File: src/rtl/mmio_uart_pkg.sv
// Shared definitions for the MMIO UART responder: register offsets, STATUS bit
// positions, shifter state encoding and oversampling constants.
package mmio_uart_pkg;

    localparam int unsigned ADDR_W     = 3;
    localparam int unsigned DATA_W     = 8;
    localparam int unsigned DIV_W      = 16;
    localparam int unsigned OVERSAMPLE = 16;
    localparam int unsigned OS_W       = $clog2(OVERSAMPLE);

    // Register offsets
    localparam logic [ADDR_W-1:0] UART_DATA   = 3'd0;
    localparam logic [ADDR_W-1:0] UART_STATUS = 3'd1;
    localparam logic [ADDR_W-1:0] UART_DIV_LO = 3'd2;
    localparam logic [ADDR_W-1:0] UART_DIV_HI = 3'd3;
    localparam logic [ADDR_W-1:0] UART_CTRL   = 3'd4;
    localparam logic [ADDR_W-1:0] UART_RX_CNT = 3'd5;
    localparam logic [ADDR_W-1:0] UART_TX_CNT = 3'd6;

    // STATUS bit positions
    localparam int unsigned ST_RX_AVAIL  = 0;
    localparam int unsigned ST_RX_FULL   = 1;
    localparam int unsigned ST_TX_EMPTY  = 2;
    localparam int unsigned ST_TX_FULL   = 3;
    localparam int unsigned ST_TX_BUSY   = 4;
    localparam int unsigned ST_FRAME_ERR = 5;
    localparam int unsigned ST_TX_OVF    = 6;
    localparam int unsigned ST_RX_OVF    = 7;

    typedef enum logic [1:0] {
        IDLE,
        START,
        DATA,
        STOP
    } uart_state_e;

endpackage

File: src/rtl/uart_fifo.sv
// Synchronous FIFO with a combinational head. A push into a full FIFO is only
// accepted when a pop happens in the same clk; a pop from an empty FIFO is ignored.
module uart_fifo #(
    parameter int unsigned WIDTH = 8,
    parameter int unsigned DEPTH = 16
) (
    input  logic                         clk,
    input  logic                         rst,
    input  logic                         push,
    input  logic                         pop,
    input  logic [WIDTH-1:0]             din,
    output logic                         full,
    output logic                         empty,
    output logic [$clog2(DEPTH+1)-1:0]   count,
    output logic [WIDTH-1:0]             head
);

    localparam int unsigned AW = $clog2(DEPTH);
    localparam int unsigned CW = $clog2(DEPTH + 1);

    logic [WIDTH-1:0] mem [DEPTH];
    logic [AW-1:0]    wr_ptr;
    logic [AW-1:0]    rd_ptr;
    logic             do_push;
    logic             do_pop;

    assign empty   = (count == '0);
    assign full    = (count == CW'(DEPTH));
    assign do_pop  = pop & ~empty;
    assign do_push = push & (~full | do_pop);
    assign head    = mem[rd_ptr];

    // Pointer and occupancy tracking
    always_ff @(posedge clk) begin
        if (rst) begin
            wr_ptr <= '0;
            rd_ptr <= '0;
            count  <= '0;
        end else begin
            if (do_push) wr_ptr <= wr_ptr + AW'(1);
            if (do_pop)  rd_ptr <= rd_ptr + AW'(1);
            if (do_push && !do_pop)      count <= count + CW'(1);
            else if (do_pop && !do_push) count <= count - CW'(1);
        end
    end

    // Storage array, no reset needed
    always_ff @(posedge clk) begin
        if (do_push) mem[wr_ptr] <= din;
    end

endmodule

File: src/rtl/mmio_uart_responder.sv
// MMIO UART responder: register file, TX/RX FIFOs, baud tick generator and
// 8N1 serial shifters. Optional internal loopback under UART_LOOPBACK_EN.
module mmio_uart_responder
    import mmio_uart_pkg::*;
#(
    parameter int unsigned       FIFO_DEPTH  = 16,
    parameter logic [DIV_W-1:0]  DEFAULT_DIV = 16'd53
) (
    input  logic              clk,
    input  logic              rst,
    input  logic              tx_wen,
    input  logic              rx_ren,
    input  logic [ADDR_W-1:0] uart_addr,
    input  logic [DATA_W-1:0] uart_din,
    output logic [DATA_W-1:0] uart_dout,
    input  logic              uart_rx_i,
    output logic              uart_tx_o
);

    localparam int unsigned CNT_W = $clog2(FIFO_DEPTH + 1);
    localparam logic [OS_W-1:0] OS_LAST = OS_W'(OVERSAMPLE - 1);
    localparam logic [OS_W-1:0] OS_HALF = OS_W'(OVERSAMPLE / 2 - 1);

    // Configuration and sticky status
    logic [7:0]       div_lo, div_hi;
    logic             tx_en, rx_en, loopback;
    logic             rx_ovf, tx_ovf, frame_err;
    logic [DIV_W-1:0] tick_cnt;
    logic             tick;

    // FIFO interfaces
    logic             tx_push, tx_pop_c, tx_full, tx_empty;
    logic [CNT_W-1:0] tx_count;
    logic [7:0]       tx_head;
    logic             rx_pop, rx_push_c, rx_full, rx_empty;
    logic [CNT_W-1:0] rx_count;
    logic [7:0]       rx_head;

    // Shifters
    uart_state_e      tx_state, rx_state;
    logic [OS_W-1:0]  tx_os, rx_os;
    logic [2:0]       tx_bit, rx_bit;
    logic [7:0]       tx_shift, rx_shift;
    logic             tx_line;
    logic             rx_src, rx_meta, rx_sync, rx_prev;
    logic             rx_stop_c;

    logic             div_wr;
    logic [2:0]       st_clr;
    logic [7:0]       status;

    assign tx_push  = tx_wen & (uart_addr == UART_DATA);
    assign rx_pop   = rx_ren & (uart_addr == UART_DATA);
    assign tx_pop_c = (tx_state == IDLE) & tx_en & ~tx_empty;
    assign div_wr   = tx_wen & ((uart_addr == UART_DIV_LO) | (uart_addr == UART_DIV_HI));
    assign st_clr   = (tx_wen && uart_addr == UART_STATUS) ? uart_din[7:5] : 3'b000;
    assign tick     = (tick_cnt == {div_hi, div_lo});

    assign rx_stop_c = (rx_state == STOP) & tick & (rx_os == OS_LAST);
    assign rx_push_c = rx_stop_c & rx_sync;

    uart_fifo #(.WIDTH(8), .DEPTH(FIFO_DEPTH)) u_tx_fifo (
        .clk   (clk),
        .rst   (rst),
        .push  (tx_push),
        .pop   (tx_pop_c),
        .din   (uart_din),
        .full  (tx_full),
        .empty (tx_empty),
        .count (tx_count),
        .head  (tx_head)
    );

    uart_fifo #(.WIDTH(8), .DEPTH(FIFO_DEPTH)) u_rx_fifo (
        .clk   (clk),
        .rst   (rst),
        .push  (rx_push_c),
        .pop   (rx_pop),
        .din   (rx_shift),
        .full  (rx_full),
        .empty (rx_empty),
        .count (rx_count),
        .head  (rx_head)
    );

    // Divisor and enable registers
    always_ff @(posedge clk) begin
        if (rst) begin
            div_lo <= DEFAULT_DIV[7:0];
            div_hi <= DEFAULT_DIV[15:8];
            tx_en  <= 1'b1;
            rx_en  <= 1'b1;
        end else if (tx_wen) begin
            case (uart_addr)
                UART_DIV_LO: div_lo <= uart_din;
                UART_DIV_HI: div_hi <= uart_din;
                UART_CTRL: begin
                    tx_en <= uart_din[0];
                    rx_en <= uart_din[1];
                end
                default: ;
            endcase
        end
    end

`ifdef UART_LOOPBACK_EN
    // Loopback control bit
    always_ff @(posedge clk) begin
        if (rst) loopback <= 1'b0;
        else if (tx_wen && uart_addr == UART_CTRL) loopback <= uart_din[2];
    end
    assign rx_src = loopback ? tx_line : uart_rx_i;
`else
    assign loopback = 1'b0;
    assign rx_src   = uart_rx_i;
`endif

    // Sticky error flags; a set in the same clk as a clear wins
    always_ff @(posedge clk) begin
        if (rst) begin
            rx_ovf    <= 1'b0;
            tx_ovf    <= 1'b0;
            frame_err <= 1'b0;
        end else begin
            rx_ovf    <= (rx_ovf & ~st_clr[2]) | (rx_push_c & rx_full & ~rx_pop);
            tx_ovf    <= (tx_ovf & ~st_clr[1]) | (tx_push & tx_full & ~tx_pop_c);
            frame_err <= (frame_err & ~st_clr[0]) | (rx_stop_c & ~rx_sync);
        end
    end

    // Oversample tick: counts 0..DIV, restarted by any divisor write
    always_ff @(posedge clk) begin
        if (rst || div_wr) tick_cnt <= '0;
        else if (tick)     tick_cnt <= '0;
        else               tick_cnt <= tick_cnt + DIV_W'(1);
    end

    // TX shifter: start, 8 data bits LSB first, stop; 16 ticks per bit
    always_ff @(posedge clk) begin
        if (rst) begin
            tx_state <= IDLE;
            tx_os    <= '0;
            tx_bit   <= '0;
            tx_shift <= '0;
            tx_line  <= 1'b1;
        end else begin
            case (tx_state)
                IDLE: begin
                    tx_line <= 1'b1;
                    if (tx_pop_c) begin
                        tx_shift <= tx_head;
                        tx_os    <= '0;
                        tx_line  <= 1'b0;
                        tx_state <= START;
                    end
                end
                START: if (tick) begin
                    if (tx_os == OS_LAST) begin
                        tx_os    <= '0;
                        tx_bit   <= '0;
                        tx_line  <= tx_shift[0];
                        tx_state <= DATA;
                    end else begin
                        tx_os <= tx_os + OS_W'(1);
                    end
                end
                DATA: if (tick) begin
                    if (tx_os == OS_LAST) begin
                        tx_os <= '0;
                        if (tx_bit == 3'd7) begin
                            tx_line  <= 1'b1;
                            tx_state <= STOP;
                        end else begin
                            tx_bit   <= tx_bit + 3'd1;
                            tx_shift <= {1'b0, tx_shift[7:1]};
                            tx_line  <= tx_shift[1];
                        end
                    end else begin
                        tx_os <= tx_os + OS_W'(1);
                    end
                end
                STOP: if (tick) begin
                    if (tx_os == OS_LAST) begin
                        tx_os    <= '0;
                        tx_state <= IDLE;
                    end else begin
                        tx_os <= tx_os + OS_W'(1);
                    end
                end
                default: tx_state <= IDLE;
            endcase
        end
    end

    // Serial output register; held idle while looped back
    always_ff @(posedge clk) begin
        if (rst) uart_tx_o <= 1'b1;
        else     uart_tx_o <= tx_line | loopback;
    end

    // Two-stage synchroniser plus edge-detect history
    always_ff @(posedge clk) begin
        if (rst) begin
            rx_meta <= 1'b1;
            rx_sync <= 1'b1;
            rx_prev <= 1'b1;
        end else begin
            rx_meta <= rx_src;
            rx_sync <= rx_meta;
            rx_prev <= rx_sync;
        end
    end

    // RX shifter: mid-start qualify, mid-bit data samples, stop check
    always_ff @(posedge clk) begin
        if (rst) begin
            rx_state <= IDLE;
            rx_os    <= '0;
            rx_bit   <= '0;
            rx_shift <= '0;
        end else begin
            case (rx_state)
                IDLE: if (rx_en && rx_prev && !rx_sync) begin
                    rx_os    <= '0;
                    rx_state <= START;
                end
                START: if (tick) begin
                    if (rx_os == OS_HALF) begin
                        rx_os    <= '0;
                        rx_bit   <= '0;
                        rx_state <= rx_sync ? IDLE : DATA;
                    end else begin
                        rx_os <= rx_os + OS_W'(1);
                    end
                end
                DATA: if (tick) begin
                    if (rx_os == OS_LAST) begin
                        rx_os    <= '0;
                        rx_shift <= {rx_sync, rx_shift[7:1]};
                        if (rx_bit == 3'd7) rx_state <= STOP;
                        else                rx_bit   <= rx_bit + 3'd1;
                    end else begin
                        rx_os <= rx_os + OS_W'(1);
                    end
                end
                STOP: if (tick) begin
                    if (rx_os == OS_LAST) begin
                        rx_os    <= '0;
                        rx_state <= IDLE;
                    end else begin
                        rx_os <= rx_os + OS_W'(1);
                    end
                end
                default: rx_state <= IDLE;
            endcase
        end
    end

    // STATUS assembly
    always_comb begin
        status               = '0;
        status[ST_RX_AVAIL]  = ~rx_empty;
        status[ST_RX_FULL]   = rx_full;
        status[ST_TX_EMPTY]  = tx_empty;
        status[ST_TX_FULL]   = tx_full;
        status[ST_TX_BUSY]   = (tx_state != IDLE);
        status[ST_FRAME_ERR] = frame_err;
        status[ST_TX_OVF]    = tx_ovf;
        status[ST_RX_OVF]    = rx_ovf;
    end

    // Combinational read mux
    always_comb begin
        uart_dout = '0;
        case (uart_addr)
            UART_DATA:   uart_dout = rx_empty ? 8'h00 : rx_head;
            UART_STATUS: uart_dout = status;
            UART_DIV_LO: uart_dout = div_lo;
            UART_DIV_HI: uart_dout = div_hi;
            UART_CTRL:   uart_dout = {5'b0, loopback, rx_en, tx_en};
            UART_RX_CNT: uart_dout = 8'(rx_count);
            UART_TX_CNT: uart_dout = 8'(tx_count);
            default:     uart_dout = '0;
        endcase
    end

endmodule

File: config.mk
export PLATFORM = sky130hd
export DESIGN_NAME = mmio_uart_responder
export DESIGN_NICKNAME = d
export VERILOG_FILES = /design/src/rtl/mmio_uart_pkg.sv /design/src/rtl/uart_fifo.sv /design/src/rtl/mmio_uart_responder.sv
export SDC_FILE = /design/constraint.sdc
export NUM_CORES = 1
export LEC_CHECK = 0
export BUFFER_PORTS_ARGS = -buffer_cell sky130_fd_sc_hd__buf_2
export CAP_MARGIN = 20
export CORE_MARGIN = 2
export CORE_UTILIZATION = 45
export CTS_BUF_LIST = sky130_fd_sc_hd__clkbuf_4
export DETAILED_ROUTE_END_ITERATION = 7
export PLACE_DENSITY = 0.61
export SLEW_MARGIN = 20
export SYNTH_ARGS = -nofsm -noshare
export SYNTH_HDL_FRONTEND = slang
export SYNTH_SLANG_ARGS = --single-unit
File: constraint.sdc
create_clock -name clk -period 4.6 [get_ports clk]
set_input_delay 0.23 -clock clk [delete_from_list [all_inputs] [get_ports clk]]
set_output_delay 0.23 -clock clk [all_outputs]
set_load 0.02 [all_outputs]
Word-level counts from Yosys, hierarchy flattened
Memory sizes are Yosys's and may differ from the RTL's. A register that Yosys moved wholly into a read port is not among the register bits. Index checks and enable logic that the tools add are counted.

$add $sub $neg: 13. Bitwise logic cells: 36. Reduce and logical (&&, ||, !) cells: 40. Equal/unequal tests: 40. Muxes and demuxes: 68.

Operators by type and width (count): 8-bit one-hot mux with 7 select lines (1); 4-bit two-way mux (12); 8-bit two-way mux (5); 2-bit two-way mux (17); 2-bit inequality test (second input constant) (17); 3-bit two-way mux (11); 4-bit by 1-bit adder with 4-bit output (second input constant) (6); 1-bit AND (20); 5-bit two-way mux (4); 16-bit by 1-bit adder with 16-bit output (second input constant) (1); 16-bit equality test (1); 2-bit one-hot mux with 4 select lines (2); 8-bit one-hot mux with 2 select lines (1); 8-bit AND reduction (2); 3-bit equality test (second input constant) (5); 3-bit one-hot mux with 2 select lines (2); 4-bit one-hot mux with 3 select lines (1); 6-bit AND reduction (2); 2-bit nonzero test (6); 5-bit by 1-bit adder with 5-bit output (second input constant) (2); 5-bit equality test (second input constant) (2); 5-bit zero test (2); 1-bit two-way mux (10); 1-bit NOT (10); other kinds (23) (55).

Register bits: 102. Output and inout bits: 9. Memories kept: 2. Memory bits (writable): 256. Input bits: 16. Word-level logic and storage cells: 226.

Memories: u_rx_fifo.mem (depth 16, bits a word 8, read ports 1, clocked after memory_dff 1, write ports 1, line uart_fifo.sv:21) `logic [WIDTH-1:0] mem [DEPTH];`; u_tx_fifo.mem (depth 16, bits a word 8, read ports 1, clocked after memory_dff 1, write ports 1, line uart_fifo.sv:21).

Longest topological paths before layout
Depth after elaboration: 10. Depth in mapped cells: 14. Mapped depth without buffers: 12.

Modules after synthesis
From an unflattened synthesis, not the netlist that was laid out.

Cells, all modules: 1114. Area total of the unflattened synthesis: 15681.3 µm².

By module, submodules not included: uart_fifo at u_rx_fifo (sequential area each 4184.0 µm², instances 1, cells each 316, area an instance 5811.8 µm²); uart_fifo at u_tx_fifo (sequential area each 4184.0 µm², instances 1, cells each 311, area an instance 5784.3 µm²); mmio_uart_responder (sequential area each 1521.5 µm², instances 1, cells each 487, area an instance 4085.2 µm²).

Least setup slack after synthesis
OpenSTA, ideal clock, no wires.

Path type: register to register. Start point: register tick_cnt[4]. End point: register u_rx_fifo.count[4]. Path slack: 1418 ps. Data required time: 4530 ps. Clock period less this slack: 3182 ps. Data arrival time: 3111 ps. Library setup time: 70 ps. Stages on the path, launching flop included: 14. Buffers on the path: 1. Cell sequence: dfxtp_1 > xor2_1 > nor4_4 > nand2_1 > nor4_2 > buf_6 > ha_1 > inv_1 > fa_1 > a21o_1 > a21oi_1 > xnor2_1 > or3_1 > a21oi_1.

Word-level cells in the longest chain between the ends: 8. Elaborated cells between the ends (all ways): 10. Classes of those cells: eq/ne (1); mux (1); bitwise (4); reduce/logical (4).

Ends and longest elaborated chain: start, declared (line mmio_uart_responder.sv:28) `logic [DIV_W-1:0] tick_cnt;`; start signal, assigned (line mmio_uart_responder.sv:135) `else tick_cnt <= tick_cnt + DIV_W'(1);`; 16-bit equality test (*) (line mmio_uart_responder.sv:57) `assign tick = (tick_cnt == {div_hi, div_lo});`; 1-bit AND (*) (2 in series) (line mmio_uart_responder.sv:59) `assign rx_stop_c = (rx_state == STOP) & tick & (rx_os == OS_LAST);`; 1-bit AND (*) (line mmio_uart_responder.sv:60) `assign rx_push_c = rx_stop_c & rx_sync;`; 1-bit AND (*) (line uart_fifo.sv:30) `assign do_push = push & (~full | do_pop);`; net u_rx_fifo.do_push (line uart_fifo.sv:24) `logic do_push;`; 1-bit zero test (line uart_fifo.sv:43) `else if (do_pop && !do_push) count <= count - CW'(1);`; 1-bit logical AND (line uart_fifo.sv:43); 2-bit nonzero test (no line); end signal, assigned (line uart_fifo.sv:42) `if (do_push && !do_pop) count <= count + CW'(1);`; end signal, assigned (line uart_fifo.sv:43); end, declared (line uart_fifo.sv:14) `output logic [$clog2(DEPTH+1)-1:0] count,`.

Mark *: on every way through the listed nets, which the timed path passes. The rest lies on a longest branch. A chain may end at the register's enable or synchronous reset.

==> results <==
- The type of the most critical hold path is input pin to register.
- The synthesized flop and latch total is 366.
- The number of buffers inserted during clock tree synthesis is 96.
- The total number of yosys warnings is 0.
- After detailed routing, the number of remaining DRC violations is 0.
- A synthesized cell averages between 10 and 15 sq um.
- The critical path is of the register to primary output type.
- The total length of routed wires is ~35,000 um.
- Global routing used 19.77% of the available tracks across all layers.
- The critical path arrival is 3540 ps.
- Across the run, the number of max-cap violations was 0.
- Counting every instance in the synthesized netlist gives 1,095.
- The share of post-route cells with drive strength above 1 is 24.38%.
- The number of global-route vias before repair came to 9,611.
- The deepest level of the CTS H-tree is 3.
- The antenna violation net count after detailed routing is 0.
- The flow ran to the end, and the final reports show no timing, DRC or antenna violations.
- The cell taking the most area after synthesis is sky130_fd_sc_hd__edfxtp_1.
- The clock net in this run drives a total of 366 sinks.
- In the final routed layout, each cell accounts on average for 20.15 um.
- The power per cell area is 438.9 mW/mm^2.
- The leakage power summed over all cells is 6.007 nW.
- The mapped netlist covers between 0.015 and 0.02 sq mm.
- The total vias in the final route is 9,558.
- The remaining global-route overflow is 0.
- In this run the cell area measured after placement is 0.01617 sq mm.
- The total power is 7.712 mW.
- The netlist uses 74 different library cells.
- The net count of the finished layout is 1,229.
- The first detailed-routing pass took 5 iterations.
- The setup-violating endpoint count in the final report is 0.
- In this run the tightest slew margin relative to its limit is 32.99%.
- The cell area after layout is 0.01757 sq mm.
- The clock input transition at the sequential cells of the worst setup and hold paths is 70 ps.
- The post-synthesis async set-or-reset flop share is 0%.
- At the pin with the least slew margin, the transition time is about 1000 ps.
- The largest vdd supply drop is 0.2978 mV.
- The clock root buffer is sky130_fd_sc_hd__clkbuf_4.
- Buffers inserted to repair hold after CTS numbered 12.
- The signal on the critical path passes through buf_4 > mux4_2 > mux4_2 > inv_1 > o22ai_1 > buf_2.
- The die outline area is 0.03631 sq mm.
- Once the floorplan was initialized, standard cells occupied between 40% and 50% of the core.
- Buffers added to address setup during post-CTS repair amount to 0.
- The required time reported for the critical path endpoint is 4370 ps.
- The worst stage delay on the critical path is 830 ps.
- The via density per instance is 5.570.
- The first global-routing pass estimated 54,450 um of wire.
- The accumulated negative setup slack is 0 ps.
- The total nets after synthesis is 1,143.
- The layout-stage area growth over the synthesis result is 12.19%.
- The sequential-to-total area share from yosys stat is between 60% and 70%.
- The time the worst path needs with I/O delays and setup is 3769 ps.
- On the critical path, the stage with the largest delay is an instance of sky130_fd_sc_hd__dfxtp_2.
- Of all nets on the critical path, the largest fanout is 20.
- TritonCTS built the clock tree.
- The number of resized instances in the post-cts repair step is 0.
- Setup repair after global routing left no endpoint under its margin.
- Among all flip-flop cells after synthesis, the most frequent one is sky130_fd_sc_hd__edfxtp_1.
- Once detailed placement completed, the half-perimeter wirelength came to 22,320 um.
- The number of placed I/O pins is 25.
- Entering global routing, the biggest net connects 48 pins.
- The die extent in y is 190.6 um.
- The die extent in x is 190.6 um.
- The number of DRC markers in iteration 0 is roughly 660.
- At the end of routability-driven placement, the weighted congestion stood at 0.8482.
- The total count of hold-check failures in the final report was 0.
- The element type at the critical path end is a primary output.
- Port buffering added 24 buffers.
- Yosys mapped a number of flops with a built-in enable equal to 256.
- For the worst-skew pair, the clock arrives at the later sink with an insertion delay of between 700 and 800 ps.
- The maximum clock frequency is between 0.2 and 0.3 GHz.
- In this run the biggest area consumer among cell types represents 49.08% of the synthesized area.
- The clock passes through at most 3 buffers.
- The floorplan has 68 rows.
- The part of the cycle the worst path needs is 81.94%.
- The worst setup path is launched from a register.
- Across the routed clock network, the largest skew measured is 55.25 ps.
- The final max-slew violation count came to 0.
- By area the synthesized netlist is led by sky130_fd_sc_hd__edfxtp_1 49%, sky130_fd_sc_hd__dfxtp_1 14%, sky130_fd_sc_hd__mux4_2 10%.
- The standard cell core area is roughly 0.034 sq mm.
- The number of antenna violations at the first check in global routing was 2.
- Counting stages on the worst path, the most repeated cell is sky130_fd_sc_hd__mux4_2.
## worst max-delay path, delay by kind of cell (launching register included)
kind,cells,cell delay (ps)
muxes,2,1110
DFF,1,830
buffers and inverters,3,680
AOI/OAI and AO/OA,1,100
## sequential cells by signal, indices dropped and copies added, names as in the netlist, 8 cells and up, named ones only
signal / cells
u_rx_fifo.mem: 128
u_tx_fifo.mem: 128
tick_cnt: 16
div_hi: 8
div_lo: 8
rx_shift: 8
tx_shift: 8
## logic make-up after synthesis
family          after synthesis  synth area share, %
compound gates              167                7.022
mux                          98                11.91
buf+inv                      91                2.652
xor+xnor                     45                2.516
simple gates                296                10.11
flops                       366                63.14
fa+ha+maj                    32                2.652
## power by group
part	switching, mW	internal (mW)
clock	1.34	1.54
combinational	0.604	0.501
sequential	0.144	3.59
total	2.08	5.63
## placed cells by master, fill, tap and decap left out, types with 9 or more instances in the layout
cell                            count
sky130_fd_sc_hd__buf_4             13
sky130_fd_sc_hd__nor3_1            10
sky130_fd_sc_hd__a21oi_1           55
sky130_fd_sc_hd__nand3_1           35
sky130_fd_sc_hd__inv_1             28
sky130_fd_sc_hd__dfxtp_1          108
sky130_fd_sc_hd__dlygate4sd3_1     12
sky130_fd_sc_hd__buf_2             24
sky130_fd_sc_hd__clkbuf_4         156
sky130_fd_sc_hd__nand2_1           77
sky130_fd_sc_hd__ha_1              30
sky130_fd_sc_hd__mux4_2            70
sky130_fd_sc_hd__or2_2              9
sky130_fd_sc_hd__nor2_1            78
sky130_fd_sc_hd__or3_1              9
sky130_fd_sc_hd__mux2i_1           21
sky130_fd_sc_hd__clkinv_1          12
sky130_fd_sc_hd__xor2_1            29
sky130_fd_sc_hd__edfxtp_1         256
sky130_fd_sc_hd__xnor2_1           16
sky130_fd_sc_hd__o21ai_0           28
sky130_fd_sc_hd__nand2b_1          10
## area by class of cell
class / instances / area (sq um)
clock buffer: 156 / 1171
antenna: 2 / 5.005
multi-input combinational: 638 / 5378
inverter: 30 / 112.6
timing repair buffer: 49 / 337.8
clock inverter: 20 / 106.4
sequential: 366 / 9892
fill: 2989 / 16800
tap: 455 / 569.3
## routing by layer
metal	GRT usage [%]	vias up	wire length (um)
met1	28.29	4775	16310
met5	0	-	0
met2	29.24	262	15610
met4	8.020	0	780
met3	4.490	51	1875
li1	-	4470	-
## cell usage after synthesis, types with 28 or more instances
library cell               count
sky130_fd_sc_hd__ha_1         30
sky130_fd_sc_hd__inv_1        28
sky130_fd_sc_hd__edfxtp_1    256
sky130_fd_sc_hd__nand2_1      77
sky130_fd_sc_hd__nand3_1      35
sky130_fd_sc_hd__o21ai_0      28
sky130_fd_sc_hd__clkbuf_1     33
sky130_fd_sc_hd__xor2_1       29
sky130_fd_sc_hd__mux4_2       70
sky130_fd_sc_hd__a21oi_1      55
sky130_fd_sc_hd__dfxtp_1     110
sky130_fd_sc_hd__nor2_1       78
## final timing paths
| kind | cells past startpoint | endpoint | startpoint | slack [ps] |
|---|---|---|---|---|
| setup / recovery | 6 | uart_dout[6] | register | 830 |
| hold / removal | 2 | u_rx_fifo.count[3] | rst | 100 |
| hold reg to reg | 1 | rx_sync | rx_meta | 420 |
| setup reg to reg | 12 | u_rx_fifo.count[4] | u_rx_fifo.count[0] | 1120 |
## through the flow
| stage | hold WS, ps | utilization (%) | instances | worst slack (ps) |
|---|---|---|---|---|
| after global placement | 406.1 | 47.04 | 1526 | 1263 |
| final | 103.1 | 51.12 | 1716 | 830.7 |
| after global routing | 86.74 | 51.12 | 1716 | 560.2 |
| after floorplan | 328.9 | - | 1095 | 1418 |
| after CTS | 8.330 | 51.11 | 1714 | 669.2 |
| after detailed placement | 405.7 | 47.04 | 1526 | 1199 |
(Power assumes the default switching activity.)
